## src/rtl/trapez_config_ctrl_pkg.sv

```systemverilog
// Shared definitions for the trapezoidal shaper configuration controller:
// host register map, per-channel state encoding, the constant set carried
// per channel, reset defaults and the flush-length helper.
package trapez_config_ctrl_pkg;

    localparam int CONST_W         = 8;
    localparam int CNT_W           = 11;
    localparam int PIPELINE_STAGES = 8;
    localparam int PENDING_TIMEOUT = 1024;

    localparam logic [CONST_W-1:0] K_DEF    = 8'd25;
    localparam logic [CONST_W-1:0] L_DEF    = 8'd20;
    localparam logic [CONST_W-1:0] M_1_DEF  = 8'd3;
    localparam logic [CONST_W-1:0] M_2_DEF  = 8'd17;
    localparam logic [CONST_W-1:0] NORM_DEF = 8'd10;

    typedef enum logic [2:0] {
        ADDR_K      = 3'd0,
        ADDR_L      = 3'd1,
        ADDR_M_1    = 3'd2,
        ADDR_M_2    = 3'd3,
        ADDR_NORM   = 3'd4,
        ADDR_COMMIT = 3'd7
    } cfg_addr_t;

    typedef enum logic [1:0] {
        ST_RUN     = 2'd0,
        ST_PENDING = 2'd1,
        ST_FLUSH   = 2'd2
    } chan_state_t;

    typedef struct packed {
        logic [CONST_W-1:0] k;
        logic [CONST_W-1:0] l;
        logic [CONST_W-1:0] m_1;
        logic [CONST_W-1:0] m_2;
        logic [CONST_W-1:0] norm;
    } trapez_cfg_t;

    localparam trapez_cfg_t CFG_DEFAULTS = '{
        k: K_DEF, l: L_DEF, m_1: M_1_DEF, m_2: M_2_DEF, norm: NORM_DEF
    };

    // Counter load for a flush: the FLUSH state lasts K+L+PIPELINE_STAGES
    // cycles, counting down to zero inclusive.
    function automatic logic [CNT_W-1:0] flush_len(input trapez_cfg_t cfg);
        return CNT_W'(cfg.k) + CNT_W'(cfg.l) + CNT_W'(PIPELINE_STAGES - 1);
    endfunction

endpackage

```

## src/rtl/trapez_chan_cfg_fsm.sv

```systemverilog
// One channel of the configuration controller: shadow and active constant
// registers plus the RUN / PENDING / FLUSH sequencer.
//   wr_en/wr_addr/wr_data : accepted shadow write (addr 0-4)
//   commit                : accepted, already validated commit
//   busy                  : shaper has a pulse in flight
//   active                : constants driven to the shaper
//   shadow_k/shadow_l     : shadow K and L for commit validation
//   pending               : channel is waiting to apply (blocks host)
//   shaper_clear          : 1-cycle clear, coincides with new constants
//   output_enable         : high while RUN or PENDING
//   commit_done           : 1-cycle pulse on return to RUN after a commit
module trapez_chan_cfg_fsm
    import trapez_config_ctrl_pkg::*;
(
    input  logic               clk,
    input  logic               reset_n,
    input  logic               wr_en,
    input  logic [2:0]         wr_addr,
    input  logic [CONST_W-1:0] wr_data,
    input  logic               commit,
    input  logic               busy,
    output trapez_cfg_t        active,
    output logic [CONST_W-1:0] shadow_k,
    output logic [CONST_W-1:0] shadow_l,
    output logic               pending,
    output logic               shaper_clear,
    output logic               output_enable,
    output logic               commit_done
);

    chan_state_t       state, state_nx;
    logic [CNT_W-1:0]  cnt, cnt_nx;
    logic              apply, flush_end;
    logic              oe_nx, done_nx;
    logic              committed;
    trapez_cfg_t       shadow;

    assign pending  = (state == ST_PENDING);
    assign shadow_k = shadow.k;
    assign shadow_l = shadow.l;

    always_ff @(posedge clk or negedge reset_n) begin
        if (!reset_n) begin
            state <= ST_FLUSH;
            cnt   <= flush_len(CFG_DEFAULTS);
        end else begin
            state <= state_nx;
            cnt   <= cnt_nx;
        end
    end

    // The counter doubles as the PENDING wait timer and the FLUSH length.
    always_comb begin
        state_nx  = state;
        cnt_nx    = cnt;
        apply     = 1'b0;
        flush_end = 1'b0;
        case (state)
            ST_RUN: begin
                if (commit) begin
                    state_nx = ST_PENDING;
                    cnt_nx   = '0;
                end
            end
            ST_PENDING: begin
                if (!busy || cnt == CNT_W'(PENDING_TIMEOUT - 1)) begin
                    apply    = 1'b1;
                    state_nx = ST_FLUSH;
                    cnt_nx   = flush_len(shadow);
                end else begin
                    cnt_nx = cnt + CNT_W'(1);
                end
            end
            ST_FLUSH: begin
                // A new commit abandons the running flush.
                if (commit) begin
                    state_nx = ST_PENDING;
                    cnt_nx   = '0;
                end else if (cnt == '0) begin
                    state_nx  = ST_RUN;
                    flush_end = 1'b1;
                end else begin
                    cnt_nx = cnt - CNT_W'(1);
                end
            end
            default: begin
                state_nx = ST_FLUSH;
            end
        endcase
    end

    // Outputs are registered from the next state so they line up with it.
    always_comb begin
        oe_nx   = (state_nx != ST_FLUSH);
        done_nx = flush_end && committed;
    end

    always_ff @(posedge clk or negedge reset_n) begin
        if (!reset_n) begin
            shadow        <= CFG_DEFAULTS;
            active        <= CFG_DEFAULTS;
            committed     <= 1'b0;
            shaper_clear  <= 1'b0;
            output_enable <= 1'b0;
            commit_done   <= 1'b0;
        end else begin
            if (wr_en) begin
                case (wr_addr)
                    ADDR_K:    shadow.k    <= wr_data;
                    ADDR_L:    shadow.l    <= wr_data;
                    ADDR_M_1:  shadow.m_1  <= wr_data;
                    ADDR_M_2:  shadow.m_2  <= wr_data;
                    ADDR_NORM: shadow.norm <= wr_data;
                    default:   ;
                endcase
            end
            if (apply) begin
                active <= shadow;
            end
            // Distinguishes a commit-triggered flush from the reset flush.
            if (apply) begin
                committed <= 1'b1;
            end else if (flush_end) begin
                committed <= 1'b0;
            end
            shaper_clear  <= apply;
            output_enable <= oe_nx;
            commit_done   <= done_nx;
        end
    end

endmodule

```

## src/rtl/trapez_config_ctrl.sv

```systemverilog
// Configuration controller between the host register interface and the
// trapezoidal shaper channels. Decodes host requests, validates commits
// against the target channel's shadow K/L and fans out per-channel
// sequencers.
//   cfg_valid/cfg_ready   : host handshake; ready drops for a PENDING channel
//   cfg_channel/addr/data : target channel, register (0-4, 7=COMMIT), value
//   shaper_busy           : per-channel pulse-in-flight indication
//   k/l/m1/m2/norm_out    : active constants, channel c at [c*W +: W]
//   shaper_clear          : per-channel pipeline clear pulse
//   output_enable         : per-channel shaper output qualifier
//   commit_done           : per-channel commit completion pulse
//   cfg_error             : pulse after a rejected request
module trapez_config_ctrl
    import trapez_config_ctrl_pkg::*;
#(
    parameter int CHANNEL_SIZE   = 2,
    parameter int CONSTANT_SIZE  = CONST_W,
    parameter int SHIFT_REG_SIZE = 300
) (
    input  logic                                  clk,
    input  logic                                  reset_n,
    input  logic                                  cfg_valid,
    output logic                                  cfg_ready,
    input  logic [$clog2(CHANNEL_SIZE)-1:0]       cfg_channel,
    input  logic [2:0]                            cfg_addr,
    input  logic [CONSTANT_SIZE-1:0]              cfg_data,
    input  logic [CHANNEL_SIZE-1:0]               shaper_busy,
    output logic [CHANNEL_SIZE*CONSTANT_SIZE-1:0] k_out,
    output logic [CHANNEL_SIZE*CONSTANT_SIZE-1:0] l_out,
    output logic [CHANNEL_SIZE*CONSTANT_SIZE-1:0] m1_out,
    output logic [CHANNEL_SIZE*CONSTANT_SIZE-1:0] m2_out,
    output logic [CHANNEL_SIZE*CONSTANT_SIZE-1:0] norm_out,
    output logic [CHANNEL_SIZE-1:0]               shaper_clear,
    output logic [CHANNEL_SIZE-1:0]               output_enable,
    output logic [CHANNEL_SIZE-1:0]               commit_done,
    output logic                                  cfg_error
);

    logic [CHANNEL_SIZE-1:0] pending, wr_en, commit;
    logic [CONST_W-1:0]      shadow_k [CHANNEL_SIZE];
    logic [CONST_W-1:0]      shadow_l [CHANNEL_SIZE];
    logic                    accept, is_write, is_commit, is_reserved;
    logic [CONST_W:0]        kl_sum;
    logic                    shadow_ok;

    assign cfg_ready   = !pending[cfg_channel];
    assign accept      = cfg_valid && cfg_ready;
    assign is_write    = (cfg_addr <= ADDR_NORM);
    assign is_commit   = (cfg_addr == ADDR_COMMIT);
    assign is_reserved = !is_write && !is_commit;

    // One bit wider than the constants so K+L cannot wrap.
    assign kl_sum    = {1'b0, shadow_k[cfg_channel]} + {1'b0, shadow_l[cfg_channel]};
    assign shadow_ok = (shadow_k[cfg_channel] != '0) && (shadow_l[cfg_channel] != '0)
                       && (kl_sum <= (CONST_W+1)'(SHIFT_REG_SIZE));

    always_ff @(posedge clk or negedge reset_n) begin
        if (!reset_n) begin
            cfg_error <= 1'b0;
        end else begin
            cfg_error <= accept && (is_reserved || (is_commit && !shadow_ok));
        end
    end

    for (genvar g = 0; g < CHANNEL_SIZE; g++) begin : g_chan
        trapez_cfg_t act;

        assign wr_en[g]  = accept && is_write && (int'(cfg_channel) == g);
        assign commit[g] = accept && is_commit && shadow_ok && (int'(cfg_channel) == g);

        trapez_chan_cfg_fsm u_fsm (
            .clk           (clk),
            .reset_n       (reset_n),
            .wr_en         (wr_en[g]),
            .wr_addr       (cfg_addr),
            .wr_data       (cfg_data),
            .commit        (commit[g]),
            .busy          (shaper_busy[g]),
            .active        (act),
            .shadow_k      (shadow_k[g]),
            .shadow_l      (shadow_l[g]),
            .pending       (pending[g]),
            .shaper_clear  (shaper_clear[g]),
            .output_enable (output_enable[g]),
            .commit_done   (commit_done[g])
        );

        assign k_out[g*CONSTANT_SIZE +: CONSTANT_SIZE]    = act.k;
        assign l_out[g*CONSTANT_SIZE +: CONSTANT_SIZE]    = act.l;
        assign m1_out[g*CONSTANT_SIZE +: CONSTANT_SIZE]   = act.m_1;
        assign m2_out[g*CONSTANT_SIZE +: CONSTANT_SIZE]   = act.m_2;
        assign norm_out[g*CONSTANT_SIZE +: CONSTANT_SIZE] = act.norm;
    end

endmodule

```

## config.mk

```make
export PLATFORM = sky130hd
export DESIGN_NAME = trapez_config_ctrl
export DESIGN_NICKNAME = d
export VERILOG_FILES = /design/src/rtl/trapez_config_ctrl_pkg.sv /design/src/rtl/trapez_chan_cfg_fsm.sv /design/src/rtl/trapez_config_ctrl.sv
export SDC_FILE = /design/constraint.sdc
export NUM_CORES = 1
export LEC_CHECK = 0
export CORE_MARGIN = 2
export CORE_UTILIZATION = 30
export CTS_BUF_LIST = sky130_fd_sc_hd__clkbuf_8
export DETAILED_ROUTE_END_ITERATION = 8
export PLACE_DENSITY = 0.45
export RECOVER_POWER = 25
export SYNTH_ARGS = -nofsm -noshare
export SYNTH_HDL_FRONTEND = slang
export SYNTH_SLANG_ARGS = --single-unit
export TNS_END_PERCENT = 5
```

## constraint.sdc

```tcl
create_clock -name clk -period 3.2 [get_ports clk]
set_clock_uncertainty 0.2 [all_clocks]
set_input_delay 0.32 -clock clk [delete_from_list [all_inputs] [get_ports clk]]
set_output_delay 0.32 -clock clk [all_outputs]
set_load 0.01 [all_outputs]
```

# ---- Word level (Yosys, flattened, before mapping)
# Cells that the tools add are included.
dict set report totals {
  regBits 195
}
dict set report op_classes {
  n_eq_ne 17
  n_lt_le_gt_ge 4
  n_mux 42
  addsub 9
  bitwise_logic 2
  n_reduce_logical 47
}
# cell n
set ops {}
lappend ops {{11-bit 2-to-1 mux} 8}
lappend ops {{11-bit one-hot mux with 3 select lines} 2}
lappend ops {{8-bit 2-to-1 mux} 6}
lappend ops {{8-bit by 8-bit adder with 9-bit output} 3}
lappend ops {{11-bit by 1-bit adder with 11-bit output (second input constant)} 2}
lappend ops {{11-bit by 3-bit adder with 11-bit output (second input constant)} 2}
lappend ops {{11-bit by 10-bit equality test with 1-bit output (second input constant)} 2}
lappend ops {{11-bit logical NOT} 2}
lappend ops {{11-bit by 1-bit subtractor with 11-bit output (second input constant)} 2}
lappend ops {{2-bit AND reduction} 10}
lappend ops {{1-bit 2-to-1 mux} 16}
lappend ops {{2-bit 2-to-1 mux} 8}
lappend ops {{8-bit nonzero test} 2}
lappend ops {{1-bit logical AND} 15}
lappend ops {{2-bit one-hot mux with 3 select lines} 2}
lappend ops {{9-bit less-or-equal comparator (second input constant)} 1}
lappend ops {{3-bit by 2-bit equality test with 1-bit output (second input constant)} 2}
lappend ops {{3-bit equality test (second input constant)} 2}
lappend ops {{1-bit logical NOT} 6}
lappend ops {{3-bit by 2-bit != test with 1-bit output (second input constant)} 2}
lappend ops {{3-bit AND reduction} 2}
lappend ops {{3-bit nonzero test} 2}
lappend ops {{2-bit by 1-bit equality test with 1-bit output (second input constant)} 2}
lappend ops {{2-bit equality test (second input constant)} 2}
lappend ops {{12 further kinds} 18}

# ---- Longest topological paths before layout
dict set report logic_depth {
  depth_word 13
  depth_mapped 15
  ltp_nobuf 11
}

# ---- Modules after synthesis
# Synthesis repeated with hierarchy kept, for this count alone.
dict set report hier_totals {
  cells_unflattened 1000
  hier_area_um2 10647.7
}
# module area_per_inst_um2 n_inst cells_each seq_area_each_um2
set by_module_without_submodules {}
lappend by_module_without_submodules {{trapez_chan_cfg_fsm (g_chan[0].u_fsm)} 4976.0 1 491 2459.9}
lappend by_module_without_submodules {{trapez_chan_cfg_fsm (g_chan[1].u_fsm)} 4912.2 1 420 2459.9}
lappend by_module_without_submodules {trapez_config_ctrl 759.5 1 89 25.0}

# ---- Least setup slack after synthesis
# Ideal clock, no wire load.
dict set report synth_path {
  path_kind {input to register}
  from {input port cfg_channel}
  to {register g_chan[1].u_fsm.cnt[9]}
  t_required_ns 2.879
  slack_ns -1.024
  cell_stages 14
  arrival_time_ns 3.903
  n_path_buf 3
  cell_sequence {buf_2 -> buf_1 -> clkbuf_1 -> mux2_2 -> ha_1 -> fa_1 -> a21o_1 -> a221oi_2 -> xnor2_1 -> nor4_4 -> a21oi_4 -> o21a_1 -> a31o_1 -> a22o_1}
}
dict set report synth_via {
  elab_chain_len 11
}
# element line_no
set synth_rtl {}
lappend synth_rtl {{start: declaration} trapez_config_ctrl.sv:24} ;# input logic [$clog2(CHANNEL_SIZE)-1:0] cfg_channel,
lappend synth_rtl {{1-bit NOT with 2-bit output (not written as such)} {trapez_config_ctrl.sv:53, trapez_config_ctrl.sv:54}}
lappend synth_rtl {{8-bit 2-to-1 mux (not written as such) (3 in series)} {trapez_config_ctrl.sv:53, trapez_config_ctrl.sv:54}}
lappend synth_rtl {{8-bit by 8-bit adder with 9-bit output or 8-bit nonzero test (tied branches)} {trapez_config_ctrl.sv:53, trapez_config_ctrl.sv:54}}
lappend synth_rtl {{9-bit less-or-equal comparator or 1-bit logical AND (tied branches)} {trapez_config_ctrl.sv:55, trapez_config_ctrl.sv:54}}
lappend synth_rtl {{1-bit logical AND} trapez_config_ctrl.sv:55} ;# && (kl_sum <= (CONST_W+1)'(SHIFT_REG_SIZE));
lappend synth_rtl {{1-bit logical AND} trapez_config_ctrl.sv:69} ;# assign commit[g] = accept && is_commit && shadow_ok && (int'(cfg_channel) == g);
lappend synth_rtl {{1-bit logical AND (*)} trapez_config_ctrl.sv:69}
lappend synth_rtl {{3-bit by 2-bit != test with 1-bit output (no line) (tied with other cells)} n/a}
lappend synth_rtl {{3-bit AND reduction (no line) or 11-bit one-hot mux with 3 select lines (tied branches)} n/a}
lappend synth_rtl {{end signal: assignment} trapez_chan_cfg_fsm.sv:45} ;# cnt <= flush_len(CFG_DEFAULTS);
lappend synth_rtl {{end signal: assignment} trapez_chan_cfg_fsm.sv:48} ;# cnt <= cnt_nx;
lappend synth_rtl {{end: declaration} trapez_chan_cfg_fsm.sv:32} ;# logic [CNT_W-1:0] cnt, cnt_nx;
# Every way passes the cells marked *; elsewhere a longest branch is shown, timed or not. The select of a mux whose other input is x is not followed.
# A chain may end at the register's enable or synchronous reset.

# ---- Worst setup path after layout
dict set report layout_path {
  from {register g_chan[0].u_fsm.shadow (netlist bit g_chan[0].u_fsm.shadow_l[0])}
  to {register g_chan[0].u_fsm.cnt[6]}
}
dict set report layout_via {
  elab_chain_len 10
}
# element line_no
set layout_rtl {}
lappend layout_rtl {{start: declaration} trapez_chan_cfg_fsm.sv:36} ;# trapez_cfg_t shadow;
lappend layout_rtl {{8-bit 2-to-1 mux (not written as such) (3 in series)} {trapez_config_ctrl.sv:53, trapez_config_ctrl.sv:54}}
lappend layout_rtl {{8-bit by 8-bit adder with 9-bit output or 8-bit nonzero test (tied branches)} {trapez_config_ctrl.sv:53, trapez_config_ctrl.sv:54}}
lappend layout_rtl {{9-bit less-or-equal comparator or 1-bit logical AND (tied branches)} {trapez_config_ctrl.sv:55, trapez_config_ctrl.sv:54}}
lappend layout_rtl {{1-bit logical AND} trapez_config_ctrl.sv:55}
lappend layout_rtl {{1-bit logical AND (2 in series)} trapez_config_ctrl.sv:69}
lappend layout_rtl {{3-bit by 2-bit != test with 1-bit output (no line) (tied with other cells)} n/a}
lappend layout_rtl {{3-bit AND reduction (no line) or 11-bit one-hot mux with 3 select lines (tied branches)} n/a}
lappend layout_rtl {{end signal: assignment} trapez_chan_cfg_fsm.sv:45}
lappend layout_rtl {{end signal: assignment} trapez_chan_cfg_fsm.sv:48}
lappend layout_rtl {{end: declaration} trapez_chan_cfg_fsm.sv:32}
# Parallel ways exist; a longest one is shown, timed or not. The select of a mux whose other input is x is not followed.

==> metrics.txt <==
run status complete, but fails checks; violated checks max-capacitance violations, max-slew violations, negative setup slack; min-delay src g_chan[1].u_fsm.shadow[3]; register area 4947 sq um; area of the multi-input gates 5243 sq um; minimum clock period 3.392 ns; GRT Util Overall 0.1656; vias per cell 4.853; worst slew pin tran 2.384 ns; Mapped Nets 1009; Die X 190.6 um; initial antenna violation count 0; most frequent cells in the layout mux2_2 (150), dfrtp_1 (141), nand2_1 (116), clkdlybuf4s50_1 (102), buf_4 (98); dpl cell area 12710 sq um; Netlist cell types 78; Max Slew Vio Count 86; Routed Antenna Nets 0; Netlist Area Pre-Place 10450 sq um; CTS tree built; share of synthesized area spent on multiplexers 0.1648; Num Clock Sinks 195; Worst R2R Path Depth 12; FF-to-FF End g_chan[0].u_fsm.cnt[6]; Synth Instances 949; R2R Path Start g_chan[0].u_fsm.shadow_l[0]; Post-Place Cells 1563; vias in the first global route 7830; maximum VDD drop 0.3940 mV; CTS Root Cell clkbuf_8; Critical Path Fanout Max 8; Peak Freq 294.8 MHz; area of the core 34460 sq um; asr flop ratio synth 1.000; GRT Residual Overflow 0; largest area contributor in the netlist dfrtp_1; Final Hold Vio Count 0; Via Count 7770; Syn-to-layout area delta 27.05%; Mean Syn Cell Area 11.01 sq um; power density cells 1021 nW/um^2; post-layout worst setup margin -0.1923 ns; fin crit share 1.060; Critical Path RT 3.39 ns; Placement Setup Slack -0.8451 ns; Crit path arrival time 3.58 ns; Max-Cap Viols 1; ratio of cells with drive above 1 in the final layout 0.3429; initial core utilization 0.3033; RSZ-0062 raised after global routing yes; Crit. End Element flip-flop; clock buffer depth 2; diodes inserted 0; DP HPWL 20620 um; Placer Congestion 0.8222; type of the tightest min-delay check flip-flop to flip-flop; post-synthesis compound-gate area fraction 0.1110; final WL 29130 um; startpoint types flip-flop; num ports 105; setup TNS -3.728 ns; Synth Warn # 0; adder-cell share of the synthesized area 0.05364; PortBufs 104; part of the Yosys area used for sequential elements 0.4732; Residual DRC 0; Layout Nets 1193; main combinational cell family by area after synthesis multiplexers; CTS buffer count 17; fin area 13280 sq um; R2R Setup Slk -0.19 ns; WL/cell 18.19 um; First-pass DRT Iterations 5; Synth area leaders dfrtp_1 (34%), mux2_2 (16%), dfstp_2 (13%), ha_1 (4.8%), nand2_1 (4.2%); Critical Path End g_chan[0].u_fsm.cnt[6]; Synth top area share 0.3424; first-pass GRT wire length 46020 um; CP Launch Point g_chan[0].u_fsm.shadow_l[0]; Post-synth EDFFs 0; Final Non-Filler Cells 1601; fill count 3394; die area 36340 sq um; # rows 68; detailed router's first-iteration violation count 470; Setup Viol. Count Final 28; die outline height 190.6 um; xor/xnor share of the synthesized area 0.03101; Leakage Power 5.808 nW; flops & latches, synth 195; largest net degree at the start of global routing 88; post-synthesis simple-gate area fraction 0.1303; Slew Limit Headroom -0.5890; Synth Flop Type dfrtp_1; commonest non-fill, non-tap cell in the layout mux2_2; Worst-path clk slew 0.12 ns; htree depth 4; Clock Latency Late Sink 0.50 ns; WS Path Type flip-flop to flip-flop
==> Yosys cell counts, types with 3 or more instances <==
library cell	n
mux2_2	152
dfrtp_1	143
nand2_1	118
dfstp_2	52
ha_1	40
nor2_1	39
o21ai_0	38
inv_1	32
xnor2_1	21
clkbuf_1	19
nor3_1	18
a22o_1	17
xor2_1	16
nand3_1	15
nand4_1	15
a21oi_1	14
buf_1	13
buf_2	11
nor4_1	11
o211ai_1	11
o31ai_1	10
o22ai_1	9
a21o_1	7
and3_1	7
nand2b_1	7
buf_4	6
nor2b_1	6
o21bai_1	6
or3_1	6
a31oi_1	5
and2_1	5
or2_2	5
a211oi_1	4
a2bb2oi_1	4
and4_1	4
o21ai_1	4
or4_1	4
buf_6	3
fa_1	3
nand3b_1	3
==> metal layers <==
layer,global-route usage,share of wire,vias up
met5,0,0,-
met2,0.2642,0.46,123
met3,0.03533,0.039,16
met4,0.03667,0.0088,0
met1,0.2304,0.49,3854
li1,-,-,3777
==> where the power goes <==
| group | internal, mW | leakage [nW] | switching (mW) |
|---|---|---|---|
| clock | 0.677 | 0.197 | 1.02 |
| sequential | 3.54 | 2.37 | 0.759 |
| combinational | 3.87 | 3.24 | 3.67 |
| total | 8.09 | 5.81 | 5.46 |
==> logic make-up after synthesis <==
| logic type | count (synthesis) |
|---|---|
| and+or+nand+nor | 276 |
| adders and majority gates | 43 |
| buffers and inverters | 85 |
| muxes | 153 |
| xor gates and xnor gates | 37 |
| DFF | 195 |
| AOI/OAI and AO/OA | 160 |
==> stage by stage <==
| stage | power, mW | hold WS, ns | utilization |
|---|---|---|---|
| after floorplan | 8.629 | -0.1756 | - |
| after global placement | 11.65 | 0.2425 | 0.3690 |
| after detailed placement | 11.68 | 0.2428 | 0.3690 |
| after CTS | 13.53 | 0.2443 | 0.3830 |
| after global routing | 14.67 | 0.2787 | 0.3853 |
| final | 13.55 | 0.2434 | 0.3853 |
==> worst max-delay path, cell delays in order, from the launching register on <==
cell and delay (ns):
dfrtp_2 0.47, mux2_4 0.30, ha_4 0.16, fa_2 0.34, a21o_1 0.22, a221oi_4 0.29
xnor2_2 0.11, nor4_4 0.36, a21oi_4 0.17, o211ai_2 0.23, buf_2 0.19, o21ai_1 0.07
a22o_1 0.17
==> worst min-delay path by stage <==
| stage | cells past startpoint | slack, ns | endpoint |
|---|---|---|---|
| 4_1_cts | 2 | 0.24 | g_chan[1].u_fsm.active[3] |
| 2_1_floorplan | 0 | -0.18 | cfg_error |
| 6_report | 2 | 0.24 | g_chan[1].u_fsm.active[3] |
| 5_1_grt | 2 | 0.28 | g_chan[1].u_fsm.active[1] |
| 3_3_place_gp | 2 | 0.24 | g_chan[1].u_fsm.active[3] |
| 3_5_place_dp | 2 | 0.24 | g_chan[1].u_fsm.active[3] |
==> flip-flops by register name, indices dropped and copies added (netlist names), 4 cells and up <==
register / flops
g_chan.u_fsm.shadow_k: 16
g_chan.u_fsm.active: 80
g_chan.u_fsm.cnt: 22
g_chan.u_fsm.shadow_l: 16
g_chan.u_fsm.state: 4
g_chan.u_fsm.shadow: 48
==> what timing repair did <==
item | 4_1_cts | 5_1_grt
endpoints found under the setup margin | 33 | 33
hold buffers | 1 | 0
gates cloned | 0 | 2
hold endpoints to repair | 62 | 0
gates resized for setup | 20 | 20
setup buffers | 0 | 3
pin swaps | 9 | 18
==> area by class of cell <==
type | count | area share
repair buffers | 217 | 0.1485
flip-flops and latches | 195 | 0.3726
clock inverters | 14 | 0.01310
multi-input cells | 669 | 0.3949
clock buffers | 18 | 0.01866
inverters | 33 | 0.009330
well taps | 455 | 0.04288
No activity file was read; power rests on OpenSTA's default activity.
